[src/rtl/top_uart_tx.sv]
// UART transmitter with a first-word-fall-through TX FIFO.
// Frame: one start bit (0), DATA_WIDTH data bits LSB first, one stop bit (1).
// Every bit lasts a baud divisor latched at frame start; divisors below 2 run as 2.
module top_uart_tx #(
  parameter int unsigned DATA_WIDTH = 8,
  parameter int unsigned FIFO_DEPTH = 32
) (
  input  logic                    clk_i_top_tx,
  input  logic                    rst_i_top_tx,
  input  logic                    active_i_top_tx,
  input  logic                    wr_en_i_top_tx,
  input  logic [DATA_WIDTH-1:0]   data_i_top_tx,
  input  logic [DATA_WIDTH*2:0]   baud_div_top_tx,
  output logic                    data_o_serial_top_tx,
  output logic                    full_o_top_tx,
  output logic                    empty_o_top_tx,
  output logic                    busy_o_top_tx,
  output logic                    done_o_top_tx
);

  localparam int unsigned ADDR_WIDTH_FIFO = $clog2(FIFO_DEPTH);
  localparam int unsigned CNT_W           = ADDR_WIDTH_FIFO + 1;
  localparam int unsigned BAUD_W          = DATA_WIDTH * 2 + 1;
  localparam int unsigned BIT_W           = $clog2(DATA_WIDTH + 1);

  typedef enum logic [1:0] {
    IDLE  = 2'd0,
    START = 2'd1,
    DATA  = 2'd2,
    STOP  = 2'd3
  } state_t;

  // FIFO storage and bookkeeping
  logic [DATA_WIDTH-1:0]      mem [FIFO_DEPTH];
  logic [ADDR_WIDTH_FIFO-1:0] wr_ptr;
  logic [ADDR_WIDTH_FIFO-1:0] rd_ptr;
  logic [CNT_W-1:0]           count;

  // Transmit datapath
  state_t                     state;
  logic [DATA_WIDTH-1:0]      shift;
  logic [BAUD_W-1:0]          baud_lat;
  logic [BAUD_W-1:0]          baud_cnt;
  logic [BIT_W-1:0]           bit_cnt;

  // Combinational helpers
  logic                       pop_c;
  logic                       wr_acc_c;
  logic [CNT_W-1:0]           count_nxt_c;
  logic [DATA_WIDTH-1:0]      head_c;
  logic [BAUD_W-1:0]          baud_eff_c;
  logic                       baud_end_c;
  logic                       last_bit_c;

  // A pop happens only from IDLE, when enabled and the registered empty flag is clear.
  assign pop_c       = (state == IDLE) && active_i_top_tx && !empty_o_top_tx;

  // A write while full still lands if the same edge frees a slot.
  assign wr_acc_c    = wr_en_i_top_tx && (!full_o_top_tx || pop_c);

  assign count_nxt_c = count + CNT_W'(wr_acc_c) - CNT_W'(pop_c);

  // Head of queue is visible without a read strobe.
  assign head_c      = mem[rd_ptr];

  // Divisors of 0 and 1 cannot produce a sensible bit time, so run them as 2.
  assign baud_eff_c  = (baud_div_top_tx < BAUD_W'(2)) ? BAUD_W'(2) : baud_div_top_tx;

  assign baud_end_c  = (baud_cnt == (baud_lat - BAUD_W'(1)));
  assign last_bit_c  = (bit_cnt == BIT_W'(DATA_WIDTH - 1));

  // FIFO storage write port; contents are don't-care after reset.
  always_ff @(posedge clk_i_top_tx) begin
    if (!rst_i_top_tx && wr_acc_c) begin
      mem[wr_ptr] <= data_i_top_tx;
    end
  end

  // FIFO pointers, occupancy count and registered full/empty flags.
  always_ff @(posedge clk_i_top_tx) begin
    if (rst_i_top_tx) begin
      wr_ptr         <= '0;
      rd_ptr         <= '0;
      count          <= '0;
      full_o_top_tx  <= 1'b0;
      empty_o_top_tx <= 1'b1;
    end else begin
      if (wr_acc_c) begin
        wr_ptr <= wr_ptr + ADDR_WIDTH_FIFO'(1);
      end
      if (pop_c) begin
        rd_ptr <= rd_ptr + ADDR_WIDTH_FIFO'(1);
      end
      count          <= count_nxt_c;
      full_o_top_tx  <= (count_nxt_c == CNT_W'(FIFO_DEPTH));
      empty_o_top_tx <= (count_nxt_c == '0);
    end
  end

  // Frame sequencer: start, data bits, stop, each held for the latched bit time.
  always_ff @(posedge clk_i_top_tx) begin
    if (rst_i_top_tx) begin
      state                <= IDLE;
      shift                <= '0;
      baud_lat             <= BAUD_W'(2);
      baud_cnt             <= '0;
      bit_cnt              <= '0;
      data_o_serial_top_tx <= 1'b1;
      busy_o_top_tx        <= 1'b0;
      done_o_top_tx        <= 1'b0;
    end else begin
      done_o_top_tx <= 1'b0;
      case (state)
        IDLE: begin
          if (pop_c) begin
            shift                <= head_c;
            baud_lat             <= baud_eff_c;
            baud_cnt             <= '0;
            bit_cnt              <= '0;
            data_o_serial_top_tx <= 1'b0;
            busy_o_top_tx        <= 1'b1;
            state                <= START;
          end
        end

        START: begin
          if (baud_end_c) begin
            baud_cnt             <= '0;
            bit_cnt              <= '0;
            data_o_serial_top_tx <= shift[0];
            shift                <= shift >> 1;
            state                <= DATA;
          end else begin
            baud_cnt <= baud_cnt + BAUD_W'(1);
          end
        end

        DATA: begin
          if (baud_end_c) begin
            baud_cnt <= '0;
            if (last_bit_c) begin
              data_o_serial_top_tx <= 1'b1;
              state                <= STOP;
            end else begin
              bit_cnt              <= bit_cnt + BIT_W'(1);
              data_o_serial_top_tx <= shift[0];
              shift                <= shift >> 1;
            end
          end else begin
            baud_cnt <= baud_cnt + BAUD_W'(1);
          end
        end

        STOP: begin
          if (baud_end_c) begin
            baud_cnt      <= '0;
            done_o_top_tx <= 1'b1;
            busy_o_top_tx <= 1'b0;
            state         <= IDLE;
          end else begin
            baud_cnt <= baud_cnt + BAUD_W'(1);
          end
        end

        default: begin
          state                <= IDLE;
          data_o_serial_top_tx <= 1'b1;
          busy_o_top_tx        <= 1'b0;
        end
      endcase
    end
  end

endmodule

[config.mk]
export PLATFORM = sky130hd
export DESIGN_NAME = top_uart_tx
export DESIGN_NICKNAME = d
export VERILOG_FILES = /design/src/rtl/top_uart_tx.sv
export SDC_FILE = /design/constraint.sdc
export NUM_CORES = 1
export LEC_CHECK = 0
export BUFFER_PORTS_ARGS = -buffer_cell sky130_fd_sc_hd__buf_2
export CORE_ASPECT_RATIO = 1.1
export CORE_MARGIN = 4
export CORE_UTILIZATION = 44
export DETAILED_ROUTE_END_ITERATION = 10
export GPL_ROUTABILITY_DRIVEN = 0
export PLACE_DENSITY = 0.57
export SYNTH_ARGS = -nofsm -noshare
export SYNTH_HDL_FRONTEND = slang
export SYNTH_SLANG_ARGS = --single-unit
[constraint.sdc]
create_clock -name clk_i_top_tx -period 4.8 [get_ports clk_i_top_tx]
set_input_delay 0.24 -clock clk_i_top_tx [delete_from_list [all_inputs] [get_ports clk_i_top_tx]]
set_output_delay 0.24 -clock clk_i_top_tx [all_outputs]
set_load 0.1 [all_outputs]
# [Yosys cells after proc, flatten, opt, wreduce, memory -nomap -nowiden]
# Memories as Yosys holds them, arrays and structs flattened. A register that Yosys moved wholly into a read port is not among the register bits.
# Index checks and enable logic that the tools add are counted.
[totals] ramBits=256 out_inout_bits=5 ff_bits=69 word_cells=87 mem_count=1 input_bits=29
[mem_list] memory="mem" words=32 word_bits=8 read_ports=1 rd_clocked_by_memory_dff=1 write_ports=1 line_no="34" rtl="logic [DATA_WIDTH-1:0] mem [FIFO_DEPTH];"
[op_classes] n_reduce_logical=19 addsub=7 n_mux=33 bitwise=1 eq_ne=12 order_cmp=1
[op_table] cell="$mux W17" count=3
[op_table] cell="$pmux W17 S2" count=1
[op_table] cell="$mux W8" count=4
[op_table] cell="$pmux W8 S3" count=1
[op_table] cell="$add A17 B1 Y17 const B" count=1
[op_table] cell="$eq A17 B17 Y1" count=1
[op_table] cell="$lt A17 B2 Y1 const B" count=1
[op_table] cell="$sub A17 B1 Y17 const B" count=1
[op_table] cell="$mux W4" count=4
[op_table] cell="$ne A2 B2 Y1 const B" count=6
[op_table] cell="$pmux W4 S3" count=1
[op_table] cell="$add A5 B1 Y5 const B" count=2
[op_table] cell="$mux W2" count=5
[op_table] cell="$mux W5" count=2
[op_table] cell="$reduce_and A5 Y1" count=2
[op_table] cell="$mux W1" count=9
[op_table] cell="$pmux W2 S4" count=1
[op_table] cell="$add A6 B1 Y6" count=1
[op_table] cell="$eq A6 B6 Y1 const B" count=1
[op_table] cell="$logic_not A6 Y1" count=1
[op_table] cell="$sub A6 B1 Y6" count=1
[op_table] cell="$add A4 B1 Y4 const B" count=1
[op_table] cell="$eq A2 B2 Y1 const B" count=2
[op_table] cell="$eq A4 B3 Y1 const B" count=1
[op_table] cell="other kinds (15)" count=20

# [Longest topological paths before layout]
# Gate-level depths: netlist (run 1).
[logic_depth] word_depth=8 mapped_depth=21 ltp_nobuf=20

# [Worst setup path before layout (run 1)]
# OpenSTA, ideal clock, no wires.
[synth_timing] path_kind="register to register" from="register empty_o_top_tx" to="register full_o_top_tx" t_required_ps=4741 period_less_slack_ps=3676 path_stages_with_launch=17 path_buffers=2 slack_ps=1124 setup_time_ps=59 arrival_time_ps=3616 path_cell_list="dfxtp_1 > or2_2 > clkbuf_1 > inv_1 > clkbuf_1 > ha_1 > inv_1 > ha_1 > inv_1 > fa_1 > inv_1 > a21o_1 > a21oi_1 > xor2_1 > nand2_1 > nor4bb_1 > and2_1"
[synth_between] elab_chain_cells=7
[synth_rtl] element="start, declared" line_no="16" rtl="output logic empty_o_top_tx,"
[synth_rtl] element="start signal, assigned" line_no="96" rtl="empty_o_top_tx <= (count_nxt_c == '0);"
[synth_rtl] element="$logic_not A1 Y1 (*)" line_no="56" rtl="assign pop_c = (state == IDLE) && active_i_top_tx && !empty_o_top_tx;"
[synth_rtl] element="$logic_and A1 B1 Y1 (*)" line_no="56"
[synth_rtl] element="net pop_c" line_no="47" rtl="logic pop_c;"
[synth_rtl] element="$logic_or A1 B1 Y1" line_no="59" rtl="assign wr_acc_c = wr_en_i_top_tx && (!full_o_top_tx || pop_c);"
[synth_rtl] element="$logic_and A1 B1 Y1" line_no="59"
[synth_rtl] element="$add A6 B1 Y6" line_no="61" rtl="assign count_nxt_c = count + CNT_W'(wr_acc_c) - CNT_W'(pop_c);"
[synth_rtl] element="$sub A6 B1 Y6 (*)" line_no="61"
[synth_rtl] element="$eq A6 B6 Y1 (*)" line_no="95" rtl="full_o_top_tx <= (count_nxt_c == CNT_W'(FIFO_DEPTH));"
[synth_rtl] element="end signal, assigned" line_no="95"
[synth_rtl] element="end, declared" line_no="15" rtl="output logic full_o_top_tx,"
# Mark *: on every way through the listed nets, which the timed path passes. The rest lies on a longest branch.
# A chain may end at the register's enable or synchronous reset.

# [Worst setup path after layout (run 1)]
[layout_timing] from="register baud_lat[0]" to="register shift[2]"
[layout_between] elab_chain_cells=4 word_cells_on_any_way=5 cone_classes="add/sub: 1; eq/ne: 3; reduce/logical: 1"
[layout_rtl] element="start, declared" line_no="42" rtl="logic [BAUD_W-1:0] baud_lat;"
[layout_rtl] element="start signal, assigned" line_no="117" rtl="baud_lat <= baud_eff_c;"
[layout_rtl] element="$sub A17 B1 Y17 (*)" line_no="69" rtl="assign baud_end_c = (baud_cnt == (baud_lat - BAUD_W'(1)));"
[layout_rtl] element="$eq A17 B17 Y1 (*)" line_no="69"
[layout_rtl] element="$ne A2 B2 Y1 (no line)"
[layout_rtl] element="$reduce_and A5 Y1 (no line) (*)"
[layout_rtl] element="end signal, assigned" line_no="131" rtl="shift <= shift >> 1;"
[layout_rtl] element="end signal, assigned" line_no="147" rtl="shift <= shift >> 1;"
[layout_rtl] element="end, declared" line_no="41" rtl="logic [DATA_WIDTH-1:0] shift;"
# Every way passes the cells marked *; elsewhere a longest branch is shown, timed or not.

==> impl_metrics.yaml, run 1 <==
floorplan:
  die_w_um: 178
  die_area_um2: 34700
  ios: 34
  initial_core_util: 0.445
  coreArea_um2: 31400
  rows: 68
  die_h_um: 195
synthesis:
  ys_ff_latch: 330
  synth_area_um2: 14000
  synth_edf_count: 256
  synth_top_area_cell: "edfxtp_1"
  synth_nets: 974
  synth_flop_cell: "edfxtp_1"
  async_flop_share: 0
  syn_area_per_cell_um2: 15.1
  post-synth-top-area-fraction: 0.550
  seq_area_frac_synth: 0.656
  synth_warnings: 0
  ys_types: 66
  synthCells: 924
  synth_area_leaders: "edfxtp_1 (55%), mux4_2 (13%), dfxtp_1 (11%)"
global_route:
  grt_pass1_wl_mm: 47.1
  grt_max_degree: 59
  gr-total-overflow: 0
  grt_usage: 0.176
  grt_pass1_vias: 7939
  antenna_found_initial: 0
finish:
  nNetsFinal: 1016
  post-route-util: 0.502
  drive_gt1_frac: 0.195
  nFillCells: 2617
  area_growth_pct: 12.7
  finalNonFillerCells: 1411
  diodes: 0
detailed_routing:
  viasPerCell: 5.55
  drc: 0
  postRouteAntennaNets: 0
  wl_per_cell_um: 21.3
  wl_mm: 30.1
  vias: 7828
  first_pass_iters: 5
  drt_iter0_drc: 594
critical_path:
  worstSetupStartpointType: "flip-flop"
  critical_path_class: "flip-flop to flip-flop"
  cp.arrival_ps: 4140
  cp_max_fo: 11
  r2r_setup_slack_ps: 1020
  cp_data_required_time_ps: 5160
  r2r_start: "baud_lat[0]$_SDFFE_PP0P_"
  reg2regPathDepth: 10
  startpoint: "baud_lat[0]$_SDFFE_PP0P_"
  critPathCaptureType: "flip-flop"
placed_design:
  place_hpwl_mm: 19.3
  port_buffers: 33
  placed_cells_incl_taps: 1336
  post-place-ws_ps: 1040
hold_path:
  min_from: "baud_div_top_tx[14]"
  hold_class: "input pin to flip-flop"
  hold_depth: 3
clocking:
  htreeDepth: 2
  clk_path_buf_depth: 3
  clockRootBuffer: "clkbuf_16"
  path_clk_slew_ps: 60
  clkSinkCount: 330
  cts_inserted_buffers: 36
  clock_latency_ps: 520
  cts_tree: "built"
pwr:
  p_int_mw: 5.46
  p_comb_frac: 0.237
  p_per_area_nw_per_um2: 495
  p_switching_mw: 2.33
  pwr-share-seq: 0.436
  leakagePower_nw: 5.12
  vdd_drop_max_mv: 0.248
  switching_share: 0.299
  pwr-share-clk: 0.327
timing:
  hold_viol: 0
  slew_headroom: 0.372
  fin_ws_ps: 1020
  max_freq_mhz: 264
  setup_viol: 0
  fin_skew_ps: 22.9
  final_max_slew_viol_count: 0
  period_minus_slack_ps: 3780
  fin_crit_sh: 0.788
  tightestPinTransition_ps: 939
  setup_tns_ps: 0
  grt_setup_unrepaired: "false"
outcome:
  status: "finished clean"
flow_run:
  cap_violations: 0
## state kept, by name (all words and copies together), names as in the netlist, 2 cells and up, named ones only
signal,count
shift,8
rd_ptr,5
bit_cnt,4
baud_cnt,17
state,2
wr_ptr,5
baud_lat,17
mem,256
count,6
## cell usage in the layout, fill, tap and decap left out, types with 6 or more instances in the layout
master and n:
and3_1 9, clkinv_2 7, clkinv_1 10, nor2_1 75, mux4_2 80, mux2i_1 10
buf_2 33, ha_1 20, xnor2_1 15, nand2_1 72, inv_1 28, nor3b_1 6
edfxtp_1 256, nor4_1 10, nor3_1 10, or2_2 7, nand3b_1 7, o21ai_0 19
clkbuf_16 37, nand3_1 17, dfxtp_1 72, buf_4 8, o32ai_1 9, dlygate4sd3_1 12
xor2_1 19, a21o_1 9, a21oi_1 37, nand4_1 14
## per-layer routing
metal | GRT usage | vias up | share of wire | wire length [µm]
li1 | - | 3655 | - | -
met1 | 0.242 | 3954 | 0.44 | 13100
met2 | 0.296 | 178 | 0.50 | 15100
met3 | 0.0279 | 41 | 0.044 | 1310
met4 | 0.0427 | 0 | 0.019 | 566
met5 | 0 | - | 0 | 0
## logic make-up (layout without fill, tap and decap cells)
kind of cell / count (synthesis) / count (layout) / synth area share
adders and majority gates: 21 / 21 / 0.0193
xor gates and xnor gates: 34 / 34 / 0.0213
muxes: 93 / 93 / 0.139
buffers and inverters: 78 / 145 / 0.0218
AOI/OAI and AO/OA: 107 / 107 / 0.0507
DFF: 330 / 330 / 0.656
and+or+nand+nor: 261 / 261 / 0.0925
## what timing repair did
item,CTS,global route
buffers inserted,0,0
endpoints found under the hold margin,12,0
resized for setup,0,0
hold buffers,12,0
## cell usage after synthesis (all sizes together) (6+ instances only)
master	number
a21oi	37
and3	10
o32ai	9
nand4	15
nor2	75
mux2i	10
nor4	10
nand3	17
a21o	9
nand2	72
dfxtp	74
edfxtp	256
inv	28
o21ai	19
nor3	10
buf	16
nor3b	6
mux4	80
clkbuf	34
ha	20
or2	7
xor2	19
nand3b	7
xnor2	15
## cell type report
cell class	instances	area (µm²)	area share
clock buffer	41	941	0.0597
clock inverter	22	133	0.00842
inverter	28	105	0.00667
multi-input combinational	516	4510	0.286
sequential	330	9170	0.582
tap	420	526	0.0334
timing repair buffer	54	365	0.0232
## worst max-delay path: stages (launching register included)
cell and delay (ps):
dfxtp_1 360, inv_1 70, ha_1 230, or3b_1 490, o31a_1 280, or4_1 500
o211ai_1 170, nand4_2 240, or3b_1 430, a21oi_1 710, o32ai_1 160
## power by group through the flow
stage / registers (mW) / clock network [mW] / logic [mW]
3_5_place_dp: 3.47 / 0 / 1.86
3_3_place_gp: 3.47 / 0 / 1.85
6_report: 3.40 / 2.55 / 1.84
2_1_floorplan: 3.42 / 0 / 1.39
5_1_grt: 3.43 / 2.72 / 2.04
4_1_cts: 3.41 / 2.59 / 1.87
## through the flow
stage	total power [mW]	hold WS (ps)	instance area, µm²
2_1_floorplan	4.81	339	14000
3_3_place_gp	5.32	449	14600
3_5_place_dp	5.33	459	14600
4_1_cts	7.87	6.32	15800
5_1_grt	8.19	16.1	15800
6_report	7.79	22.1	15800
## path summary, 6_finish.rpt
kind,to
max reg2reg,shift[2]$_SDFFE_PP0P_
min,baud_lat[14]$_SDFFE_PP0P_
min reg2reg,bit_cnt[3]$_SDFFE_PP0P_
max,shift[2]$_SDFFE_PP0P_
Power figures use the tool's default switching activity.
==> run 2: changes to the inputs <==
--- a/config.mk
+++ b/config.mk
@@ -5,6 +5,7 @@
 export SDC_FILE = /design/constraint.sdc
 export NUM_CORES = 1
 export LEC_CHECK = 0
+export ABC_AREA = 1
 export BUFFER_PORTS_ARGS = -buffer_cell sky130_fd_sc_hd__buf_2
 export CORE_ASPECT_RATIO = 1.1
 export CORE_MARGIN = 4
==> constraint.sdc (replaced) <==
create_clock -name clk_i_top_tx -period 3.7 [get_ports clk_i_top_tx]
set_input_delay 0.185 -clock clk_i_top_tx [delete_from_list [all_inputs] [get_ports clk_i_top_tx]]
set_output_delay 0.185 -clock clk_i_top_tx [all_outputs]
set_load 0.1 [all_outputs]
==> impl_metrics.yaml, run 2 <==
finish:
  top_register: "mem"
  final_common_cell: "nor2_1"
  nNetsFinal: 1517
  drive_gt1_frac: 0.0877
  area_growth_pct: 13.5
  reg.largest.list: "mem: 256 flops, baud_cnt: 17 flops, baud_lat: 17 flops"
  diodes: 0
  largest_register_ffs: 256
  layout_common_cells: "nor2_1 (294), edfxtp_1 (256), nand2_1 (174), o21ai_0 (156), nand3_1 (100)"
pwr:
  switching_share: 0.314
  p_per_area_nw_per_um2: 643
  vdd_drop_max_mv: 0.372
  p_int_mw: 7.23
  leakagePower_nw: 5.89
  p_switching_mw: 3.31
  pwr-share-clk: 0.349
  pwr-share-seq: 0.414
  fin_total_pwr_mw: 10.5
  p_comb_frac: 0.237
synthesis:
  synth_most_common_cell: "nor2_1"
  seq_area_frac_synth: 0.635
  post-synth-top-area-fraction: 0.533
  synth_nets: 1483
  muxShareOfSynthArea: 0
  synth_top_family_by_area: "simple AND/OR/NAND/NOR gates"
  synth_flop_cell: "edfxtp_1"
  yosys.area_share.simple: 0.181
  synth_top_area_cell: "edfxtp_1"
  netlist_top_cells_count: "nor2_1 (294), edfxtp_1 (256), nand2_1 (174)"
  synth_xor_area_frac: 0.0133
  synth_area_leaders: "edfxtp_1 (53%), dfxtp_1 (10%), nor2_1 (7.6%)"
  synth_fa_ha_area_frac: 0.0187
  synth_warnings: 0
  ys_types: 43
  ys_ff_latch: 330
  synth_area_um2: 14400
  synth_edf_count: 256
  synth_compound_area_frac: 0.106
  async_flop_share: 0
  syn_area_per_cell_um2: 10.1
  synthCells: 1433
hold_path:
  hold_class: "input pin to flip-flop"
detailed_routing:
  viasPerCell: 5.25
  vias: 10100
  wl_mm: 34.2
  postRouteAntennaNets: 0
  drc: 0
  first_pass_iters: 5
  drt_iter0_drc: 921
  wl_per_cell_um: 17.8
floorplan:
  ios: 34
  die_w_um: 181
  die_h_um: 198
  rows: 69
  die_area_um2: 35800
  initial_core_util: 0.446
  coreArea_um2: 32400
timing:
  fin_skew_ps: 13.1
  fin_ws_ps: 817
  final_max_slew_viol_count: 0
  hold_viol: 0
  tightestPinTransition_ps: 1060
  slew_headroom: 0.293
  grt_setup_unrepaired: "false"
  max_freq_mhz: 347
  period_minus_slack_ps: 2880
  fin_crit_sh: 0.779
  setup_tns_ps: 0
  setup_viol: 0
clocking:
  clk_path_buf_depth: 3
  clockRootBuffer: "clkbuf_16"
  htreeDepth: 2
  cts_setup_buffers: 0
  cts_inserted_buffers: 36
  clkSinkCount: 330
  clock_latency_ps: 530
  path_clk_slew_ps: 60
  cts_tree: "built"
critical_path:
  cp_data_required_time_ps: 4140
  cp_max_fo: 6
  startpoint: "state[0]$_SDFFE_PP0P_"
  slowest_stage: "fa_1"
  cpLargestDelayFamily: "adder cells"
  r2r_start: "state[0]$_SDFFE_PP0P_"
  setup.worst_path.end: "empty_o_top_tx$_SDFF_PP1_"
  crit_chain: "inv_1 > ha_1 > nand2_1 > nor2_1 > inv_1 > nand2_1 > nand2_1 > ha_1 > inv_1 > ha_1 > inv_1 > fa_1 > o21ai_0 > xor2_1 > nand4_1 > o21ai_0"
  crit_top_cell: "inv_1"
  r2r-end: "empty_o_top_tx$_SDFF_PP1_"
  critical_path_class: "flip-flop to flip-flop"
  path_buf_inv: 4
  critPathCaptureType: "flip-flop"
  reg2regPathDepth: 16
  worstSetupStartpointType: "flip-flop"
  cp.arrival_ps: 3320
  cp.depth: 16
  cpPeakStageDelay_ps: 390
  r2r_setup_slack_ps: 820
global_route:
  antenna_found_initial: 0
  grt_usage: 0.191
  grt_pass1_vias: 9859
  grt_max_degree: 68
  gr-total-overflow: 0
  grt_pass1_wl_mm: 54.2
flow_run:
  cap_violations: 0
placed_design:
  place_hpwl_mm: 21.5
  port_buffers: 33
  post-place-ws_ps: 812
outcome:
  status: "finished clean"
[run 2: cells by family after synthesis]
kind of cell,Yosys count
AO/OA/AOI/OAI,274
XOR/XNOR,22
adder cells (fa/ha/maj),21
buffers and inverters,170
flip-flops,330
AND/OR/NAND/NOR,616
[run 2: power groups by stage]
| stage | logic (mW) | registers [mW] | clock network [mW] |
|---|---|---|---|
| after floorplan | 1.85 | 4.45 | 0 |
| after global placement | 2.48 | 4.43 | 0 |
| after detailed placement | 2.49 | 4.44 | 0 |
| after CTS | 2.52 | 4.36 | 3.76 |
| after global routing | 2.87 | 4.38 | 3.94 |
| final | 2.50 | 4.36 | 3.68 |
[run 2: worst min-delay path by stage]
| stage | startpoint | to | depth (start not counted) |
|---|---|---|---|
| final | baud_div_top_tx[0] | baud_lat[0]$_SDFFE_PP0P_ | 3 |
| after global routing | baud_div_top_tx[0] | baud_lat[0]$_SDFFE_PP0P_ | 3 |
| after CTS | baud_div_top_tx[0] | baud_lat[0]$_SDFFE_PP0P_ | 3 |
| after detailed placement | baud_div_top_tx[2] | baud_lat[2]$_SDFFE_PP0P_ | 3 |
| after global placement | baud_div_top_tx[2] | baud_lat[2]$_SDFFE_PP0P_ | 3 |
| after floorplan | data_i_top_tx[0] | mem[0][0]$_DFFE_PP_ | 0 |
[run 2: worst min-delay path, delay by kind of cell]
family                 cells  cell delay (ps)
AOI/OAI and AO/OA          2              230
buffers and inverters      1               80
[run 2: timing repair]
action / CTS / global route
hold endpoints to repair: 16 / 0
hold buffers: 16 / 0
resized for setup: 0 / 0
endpoints found under the setup margin: 0 / 0
[run 2: cell type report]
class	count	area (µm²)
Fill cell	2966	16000
Sequential cell	330	9170
Multi-Input combinational cell	933	4600
Clock buffer	48	987
Tap cell	426	533
Timing Repair Buffer	69	500
Inverter	97	364
Clock inverter	16	235
[run 2: metrics by stage]
step,std cells,hold WS (ps),instance area [µm²],util
final,1919,30.4,16400,0.506
after CTS,1919,4.00,16400,0.506
after detailed placement,1839,441,15000,0.464
after global placement,1839,432,15000,0.464
after global routing,1919,72.9,16400,0.506
after floorplan,1433,284,14400,-
[run 2: layer usage]
layer | vias to the layer above | GRT usage | share of wire
met5 | - | 0 | 0
met1 | 4789 | 0.250 | 0.44
met4 | 0 | 0.0524 | 0.021
met3 | 62 | 0.0338 | 0.051
met2 | 217 | 0.330 | 0.49
li1 | 5016 | - | -
